`src/rtl/sobel_window_3x3.sv`:
```
// -----------------------------------------------------------------------------
// sobel_window_3x3
//
// Purpose:
//   Turns a raster-order pixel stream into a registered 3x3 neighbourhood
//   window for the Sobel gradient kernel. Two full lines are kept in internal
//   line memories. A window is flagged valid only when its whole neighbourhood
//   lies inside the image. A frame-done pulse accompanies the last window of
//   each frame.
//
// Ports:
//   clk      - rising-edge clock
//   rst      - asynchronous reset, active low
//   we_i     - pixel valid; data_i is accepted on each rising edge with we_i=1
//   data_i   - pixel, raster order (left to right, top to bottom)
//   window_o - packed window; pRC at [DATA_WIDTH*(9-(3R+C))-1 -: DATA_WIDTH]
//              (p00 at the MSBs, p22 = newest pixel at the LSBs)
//   valid_o  - window_o holds a complete in-image window
//   done_o   - one-cycle pulse with the last window of a frame
//   row_o    - centre row of the window    (only with SOBEL_WINDOW_COORD_OUT_EN)
//   col_o    - centre column of the window (only with SOBEL_WINDOW_COORD_OUT_EN)
//
// Optional feature macro: SOBEL_WINDOW_COORD_OUT_EN
// -----------------------------------------------------------------------------
module sobel_window_3x3 #(
  parameter int DATA_WIDTH = 8,
  parameter int IMG_WIDTH  = 5,
  parameter int IMG_HEIGHT = 5
) (
  input  logic                          clk,
  input  logic                          rst,
  input  logic                          we_i,
  input  logic [DATA_WIDTH-1:0]         data_i,
  output logic [9*DATA_WIDTH-1:0]       window_o,
  output logic                          valid_o,
  output logic                          done_o
`ifdef SOBEL_WINDOW_COORD_OUT_EN
  ,
  output logic [$clog2(IMG_HEIGHT)-1:0] row_o,
  output logic [$clog2(IMG_WIDTH)-1:0]  col_o
`endif
);

  localparam int DW = DATA_WIDTH;
  localparam int CW = $clog2(IMG_WIDTH);
  localparam int RW = $clog2(IMG_HEIGHT);

  logic [CW-1:0]   col_q, col_d;
  logic [RW-1:0]   row_q, row_d;
  logic [9*DW-1:0] window_q, window_d;
  logic            valid_q, valid_d;
  logic            done_q, done_d;

  // Line memories are never reset: the row>=2 gate hides stale contents.
  logic [DW-1:0] line1_mem [IMG_WIDTH];
  logic [DW-1:0] line2_mem [IMG_WIDTH];

  logic at_last_col_s;
  logic at_last_row_s;

  assign at_last_col_s = (col_q == CW'(IMG_WIDTH - 1));
  assign at_last_row_s = (row_q == RW'(IMG_HEIGHT - 1));

  // Next-state logic for counters, window shift and the valid/done strobes.
  always_comb begin
    col_d    = col_q;
    row_d    = row_q;
    window_d = window_q;
    valid_d  = 1'b0;
    done_d   = 1'b0;
    if (we_i) begin
      if (at_last_col_s) begin
        col_d = '0;
        if (at_last_row_s) begin
          row_d = '0;
        end else begin
          row_d = row_q + RW'(1);
        end
      end else begin
        col_d = col_q + CW'(1);
        row_d = row_q;
      end
      // Shift every row left by one column; the new right column is the
      // pixel two lines up, one line up and the incoming pixel.
      window_d = {window_q[8*DW-1 -: 2*DW], line2_mem[col_q],
                  window_q[5*DW-1 -: 2*DW], line1_mem[col_q],
                  window_q[2*DW-1 -: 2*DW], data_i};
      valid_d  = (row_q >= RW'(2)) && (col_q >= CW'(2));
      done_d   = at_last_row_s && at_last_col_s;
    end else begin
      col_d    = col_q;
      row_d    = row_q;
      window_d = window_q;
      valid_d  = 1'b0;
      done_d   = 1'b0;
    end
  end

  // State registers: counters, window and output strobes.
  always_ff @(posedge clk or negedge rst) begin
    if (!rst) begin
      col_q    <= '0;
      row_q    <= '0;
      window_q <= '0;
      valid_q  <= 1'b0;
      done_q   <= 1'b0;
    end else begin
      col_q    <= col_d;
      row_q    <= row_d;
      window_q <= window_d;
      valid_q  <= valid_d;
      done_q   <= done_d;
    end
  end

  // Line memory update: line1 takes the new pixel, line2 takes old line1.
  always_ff @(posedge clk) begin
    if (we_i) begin
      line1_mem[col_q] <= data_i;
      line2_mem[col_q] <= line1_mem[col_q];
    end
  end

  assign window_o = window_q;
  assign valid_o  = valid_q;
  assign done_o   = done_q;

`ifdef SOBEL_WINDOW_COORD_OUT_EN
  logic [RW-1:0] row_out_q, row_out_d;
  logic [CW-1:0] col_out_q, col_out_d;

  // Centre coordinates of the window being formed (one behind the counters).
  always_comb begin
    row_out_d = row_out_q;
    col_out_d = col_out_q;
    if (we_i) begin
      row_out_d = row_q - RW'(1);
      col_out_d = col_q - CW'(1);
    end else begin
      row_out_d = row_out_q;
      col_out_d = col_out_q;
    end
  end

  // Coordinate registers, updated alongside window_q.
  always_ff @(posedge clk or negedge rst) begin
    if (!rst) begin
      row_out_q <= '0;
      col_out_q <= '0;
    end else begin
      row_out_q <= row_out_d;
      col_out_q <= col_out_d;
    end
  end

  assign row_o = row_out_q;
  assign col_o = col_out_q;
`endif

endmodule

```
`config.mk`:
```
export PLATFORM = sky130hd
export DESIGN_NAME = sobel_window_3x3
export DESIGN_NICKNAME = d
export VERILOG_FILES = /design/src/rtl/sobel_window_3x3.sv
export SDC_FILE = /design/constraint.sdc
export NUM_CORES = 1
export LEC_CHECK = 0
export CAP_MARGIN = 20
export CORE_AREA = 5 5 113 115
export CTS_CLUSTER_DIAMETER = 120
export DETAILED_ROUTE_END_ITERATION = 12
export DIE_AREA = 0 0 118 120
export MAX_ROUTING_LAYER = met4
export PLACE_DENSITY = 0.77
export SLEW_MARGIN = 20
export SYNTH_ARGS = -nofsm -noshare
export SYNTH_HDL_FRONTEND = slang
export SYNTH_SLANG_ARGS = --single-unit
```
`constraint.sdc`:
```
create_clock -name clk -period 3.3 [get_ports clk]
set_input_delay 0.33 -clock clk [delete_from_list [all_inputs] [get_ports clk]]
set_output_delay 0.33 -clock clk [all_outputs]
set_load 0.02 [all_outputs]
```
==> summary.txt, run 1 <==
Post-CTS Setup Inserts: 0
Register-to-Register Path Depth: 4
Pleak: 2.94 nW
GRT Util Overall: 18.0%
initial DRC count: 182
Min Hold Slack: -0.0434 ns
failing checks: negative hold slack
wire per inst: 18.9 um
Die ar.: 14,200 sq um
Crit path required time: 3.60 ns
Final ANT Viol Nets: 0
gpl congestion: 0.740
Multi-input gate area: 1580 sq um
core box area: 11,700 sq um
DR vias: 3,268
normalized max-slew margin: 36.1%
Die Span X: 118 um
clk_lat worst skew: 0.42 ns
Nets: 461
Post-Syn Instances: 352
fill count: 805
layout cells sized above 1: 26.2%
HP Class: primary input to async pin
Max Cap Viol: 0
area grow syn2layout: 27.7%
number of global-route vias before repair: 3,576
cell row count: 40
grt ovf: 0
largest net degree at the start of global routing: 81
DRT Pass-1 Iters: 4
total wire length: 11,500 um
outcome: finished, violations left
Antenna Cells: 0
Seq/Total Area, Yosys: 72.3%
first-pass GRT wire length: 19,300 um
skew final: 0.0142 ns
fin crit period: 2.24 ns
initial core utilization: 52.0%
clock root cell: clkbuf_16
CP startpoint kind: register
IO Count: 85
post-detail-place hpwl: 7230 um
Final Cycle Share: 67.9%
Netlist cell types: 28
Fin Setup TNS: 0 ns
worst slew pin tran: 0.959 ns
Post-Syn Area per Cell: 17.3 sq um
Yosys warnings: 0
Data arrival, critical path: 2.54 ns
Synth top area share: 39.4%
RSZ-0062 raised after global routing: false
Bufs on Longest Clock Path: 2
final hold vios: 80
Num CTS Buffers: 17
final setup vio count: 0
# clock sinks: 160
reg2reg setup slack: 1.06 ns
critical setup path kind: register to register
die span in y: 120 um
initial antenna violation count: 0
PwrDens: 987 nW/um^2
CP max FO: 22
post-synth top area cell: edfxtp_1
FF-to-FF Start: col_q[1]
CTS Hold Bufs: 0
reg-to-reg endpoint: row_q[1]
syn_nets: 368
cell area after synthesis: 6090 sq um
clock-pin slew on the worst setup and hold paths: 0.06 ns
PortBufs: 84
H-Tree Depth: 4
maximum vdd drop: 0.000589 V
max-slew violations: 0
# resized after CTS: 0
FMAX: 446 MHz
# DRC: 0
TritonCTS clock tree: yes
Overall Power: 0.00768 W
crit end category: register
top cells by area, synth: edfxtp_1 39%, dfrtp_1 33%, mux2_2 11%, mux4_2 5.2%, mux2i_1 1.5%
Register Area: 4410 sq um
post-synthesis register bit count: 160
routed vias/inst: 5.40
==> critical path, cell delays in order, from the launching register on <==
cell	delay (ns)
dfrtp_1	0.97
inv_1	0.30
ha_1	0.35
nand3_1	0.17
mux2_2	0.35
==> layer usage <==
| metal | vias up | global-route usage (%) | wire length, um |
|---|---|---|---|
| met4 | 0 | 6.67 | 138 |
| met2 | 104 | 26.8 | 5390 |
| met1 | 1659 | 23.7 | 5350 |
| li1 | 1494 | - | - |
| met5 | - | - | 0 |
| met3 | 11 | 5.14 | 577 |
==> per-stage QoR <==
step	hold WS [ns]	std cells	setup WS (ns)	utilization, %	cell area (sq um)
6_report	-0.0434	605	1.06	66.4	7780
5_1_grt	0.0135	605	0.870	66.4	7780
4_1_cts	0.130	605	1.05	66.4	7770
3_5_place_dp	0.496	573	1.07	60.5	7080
3_3_place_gp	0.489	573	1.13	60.5	7080
2_1_floorplan	0.0344	352	0.786	-	6090
==> cell type report <==
| cell class | count | share of cell area [%] |
|---|---|---|
| clock buffers | 18 | 5.52 |
| well taps | 147 | 2.36 |
| repair buffers | 92 | 11.6 |
| inverters | 5 | 0.241 |
| clock inverters | 14 | 3.38 |
| flip-flops and latches | 160 | 56.6 |
| multi-input cells | 169 | 20.3 |
==> cells in the mapped netlist (all sizes together) <==
master	n
a211oi	1
a21o	1
a21oi	7
a31oi	8
buf	5
clkbuf	13
dfrtp	80
edfxtp	80
ha	5
inv	5
mux2	59
mux2i	9
mux4	15
nand2	18
nand2b	8
nand3	4
nand4	1
nor2	18
nor3	6
o21ai	7
o31a	1
or3	1
==> power by group <==
group	internal, W	switching [W]	leakage, nW
registers	0.00276	0.000420	1.65
clock network	0.00150	0.000762	0.334
logic	0.00113	0.00111	0.950
total	0.00539	0.00229	2.94
==> cell families (layout without fill, tap and decap cells) <==
group                      count (synthesis)  count (layout)  share of synthesized area [%]
and+or+nand+nor                           56              56                           4.07
muxes                                     83              83                           18.1
buffers and inverters                     23             129                           2.18
DFF                                      160             160                           72.3
adders and majority gates                  5               5                           1.03
AOI/OAI and AO/OA                         25              25                           2.36
==> sequential cells by signal, indices dropped and copies added (netlist names) <==
signal,cells
col_q,3
done_o,1
line1_mem,40
line2_mem,40
row_q,3
valid_o,1
window_o,72
==> worst max path at each step <==
stage                   from              end  cells past startpoint
floorplan           col_q[2]  line1_mem[4][0]                      4
finish              col_q[1]         row_q[1]                      4
detailed placement  col_q[1]         row_q[1]                      4
global placement    col_q[1]         row_q[1]                      4
global route        col_q[1]         row_q[1]                      4
CTS                 col_q[1]         row_q[1]                      4
==> placed cells by master (no fill, tap or decap), types with 2 or more instances in the layout <==
cell / instances
buf_4: 9
clkdlybuf4s50_1: 82
a31oi_1: 8
bufinv_16: 7
a21oi_1: 7
ha_1: 5
nand2_1: 18
nand2b_1: 8
nor2_1: 18
clkinv_4: 4
nor3_2: 5
clkinv_2: 2
mux4_2: 14
dfrtp_1: 79
edfxtp_1: 80
inv_1: 5
o21ai_0: 7
mux2i_1: 9
nand3_1: 4
mux2_2: 58
clkbuf_16: 17
(Power assumes the default switching activity.)
==> run 2: changes to the inputs <==
==> constraint.sdc (replaced) <==
create_clock -name clk -period 2.13 [get_ports clk]
set_input_delay 0.213 -clock clk [delete_from_list [all_inputs] [get_ports clk]]
set_output_delay 0.213 -clock clk [all_outputs]
set_load 0.02 [all_outputs]
==> run 2 against run 1 <==
  * The flow now finishes without violations
  * Clock-buffer cell count rose by 4
  * Maximum frequency is 31% higher
  * Utilization down 0.49 points
  * Total power increased by 46%
==> summary.txt, run 2 (same netlist as run 1, synthesis figures left out) <==
DR vias: 3,312
wire per inst: 18.4 um
post-detail-place hpwl: 7870 um
Register-to-Register Path Depth: 5
Num CTS Buffers: 17
core box area: 11,700 sq um
fin worst setup slack: 0.414 ns
initial core utilization: 52.0%
gpl congestion: 0.830
area grow syn2layout: 26.8%
delay-heaviest family, CP: multiplexers
fin crit period: 1.72 ns
number of global-route vias before repair: 3,533
max-slew violations: 0
crit end category: register
highest-delay cell along the critical path: mux4_2
largest net degree at the start of global routing: 41
layout cells sized above 1: 26.6%
cell breakdown of the critical path: buf_4 > buf_4 > mux4_2 > mux2i_1 > a21oi_1
reg-to-reg endpoint: window_o[49]
Data arrival, critical path: 2.00 ns
Bufs on Longest Clock Path: 2
H-Tree Depth: 4
Final ANT Viol Nets: 0
worst slew pin tran: 0.512 ns
total placed cells including tap cells: 587
Worst path depth: 5
most used cell, CP: buf_4
Largest register FFs: 72
Nets: 476
pre-CTS WS: 0.415 ns
IO Count: 85
clock root cell: clkbuf_16
Critical Path Source: col_q[0]
Finished Layout Cells: 620
most common cell after layout, fill and taps aside: clkdlybuf4s50_1
Pleak: 2.94 nW
Util after Layout: 65.9%
initial DRC count: 247
WP buf/inv: 2
Worst Setup EP: window_o[49]
reg2reg setup slack: 0.41 ns
fill count: 821
skew final: 0.00425 ns
GRT Util Overall: 17.5%
PwrDens: 1450 nW/um^2
final hold vios: 0
commonest non-fill, non-tap cells in the layout: 82 x clkdlybuf4s50_1, 80 x dfrtp_1, 80 x edfxtp_1
grt ovf: 0
die span in y: 120 um
Post-CTS Setup Inserts: 0
CP max FO: 11
FF-to-FF Start: col_q[0]
# DRC: 0
PortBufs: 84
CTS Hold Bufs: 1
critical setup path kind: register to register
Multi-input gate area: 1580 sq um
cell row count: 40
clock-pin slew on the worst setup and hold paths: 0.06 ns
CP startpoint kind: register
HP Class: primary input to register
Die Span X: 118 um
Antenna Cells: 0
total wire length: 11,400 um
# clock sinks: 160
RSZ-0062 raised after global routing: false
clk_lat worst skew: 0.41 ns
DRT Pass-1 Iters: 4
normalized max-slew margin: 65.9%
Final Cycle Share: 80.6%
initial antenna violation count: 0
first-pass GRT wire length: 18,800 um
maximum vdd drop: 0.000965 V
# resized after CTS: 0
FMAX: 583 MHz
final setup vio count: 0
Max Cap Viol: 0
outcome: finished clean
Crit path required time: 2.42 ns
routed vias/inst: 5.34
Register Area: 4400 sq um
TritonCTS clock tree: yes
Die ar.: 14,200 sq um
slowest cell delay on critical path: 0.51 ns
run 2: cell type report:
type | count | share of cell area (%)
Clock buffer | 22 | 5.88
Clock inverter | 10 | 0.907
Inverter | 5 | 0.243
Multi-Input combinational cell | 169 | 20.5
Sequential cell | 160 | 57.0
Tap cell | 147 | 2.38
Timing Repair Buffer | 107 | 13.1
run 2: metrics by stage:
step / TNS, ns / power [W] / area [sq um] / hold WS [ns]
after global placement: 0 / 0.00843 / 7190 / 0.208
after CTS: 0 / 0.0113 / 7720 / 0.190
after floorplan: -15.78 / 0.00684 / 6100 / -0.0826
after detailed placement: 0 / 0.00858 / 7190 / 0.216
after global routing: 0 / 0.0118 / 7720 / 0.202
final: 0 / 0.0112 / 7720 / 0.208
run 2: worst min-delay path by stage:
stage | to | slack (ns) | depth (start not counted) | from
floorplan | col_q[0] | -0.08 | 0 | rst
global placement | window_o[40] | 0.21 | 1 | rst
detailed placement | window_o[70] | 0.22 | 1 | rst
CTS | valid_o | 0.19 | 3 | we_i
global route | window_o[24] | 0.20 | 2 | we_i
finish | valid_o | 0.21 | 3 | we_i
run 2: where the power goes:
group	switching (W)	internal [W]
clock	0.00108	0.00161
sequential	0.000535	0.00427
combinational	0.00185	0.00183
run 2: worst min-delay path: stages:
cell	delay [ns]
buf_4	0.21
o21ai_0	0.11
nor2_1	0.04
run 2: metal layers:
metal / share of wire, % / global-route usage, % / up-vias
li1: - / - / 1527
met1: 45 / 22.1 / 1663
met2: 48 / 27.3 / 109
met3: 5.4 / 5.00 / 13
met4: 1.2 / 6.45 / 0
met5: 0 / - / -
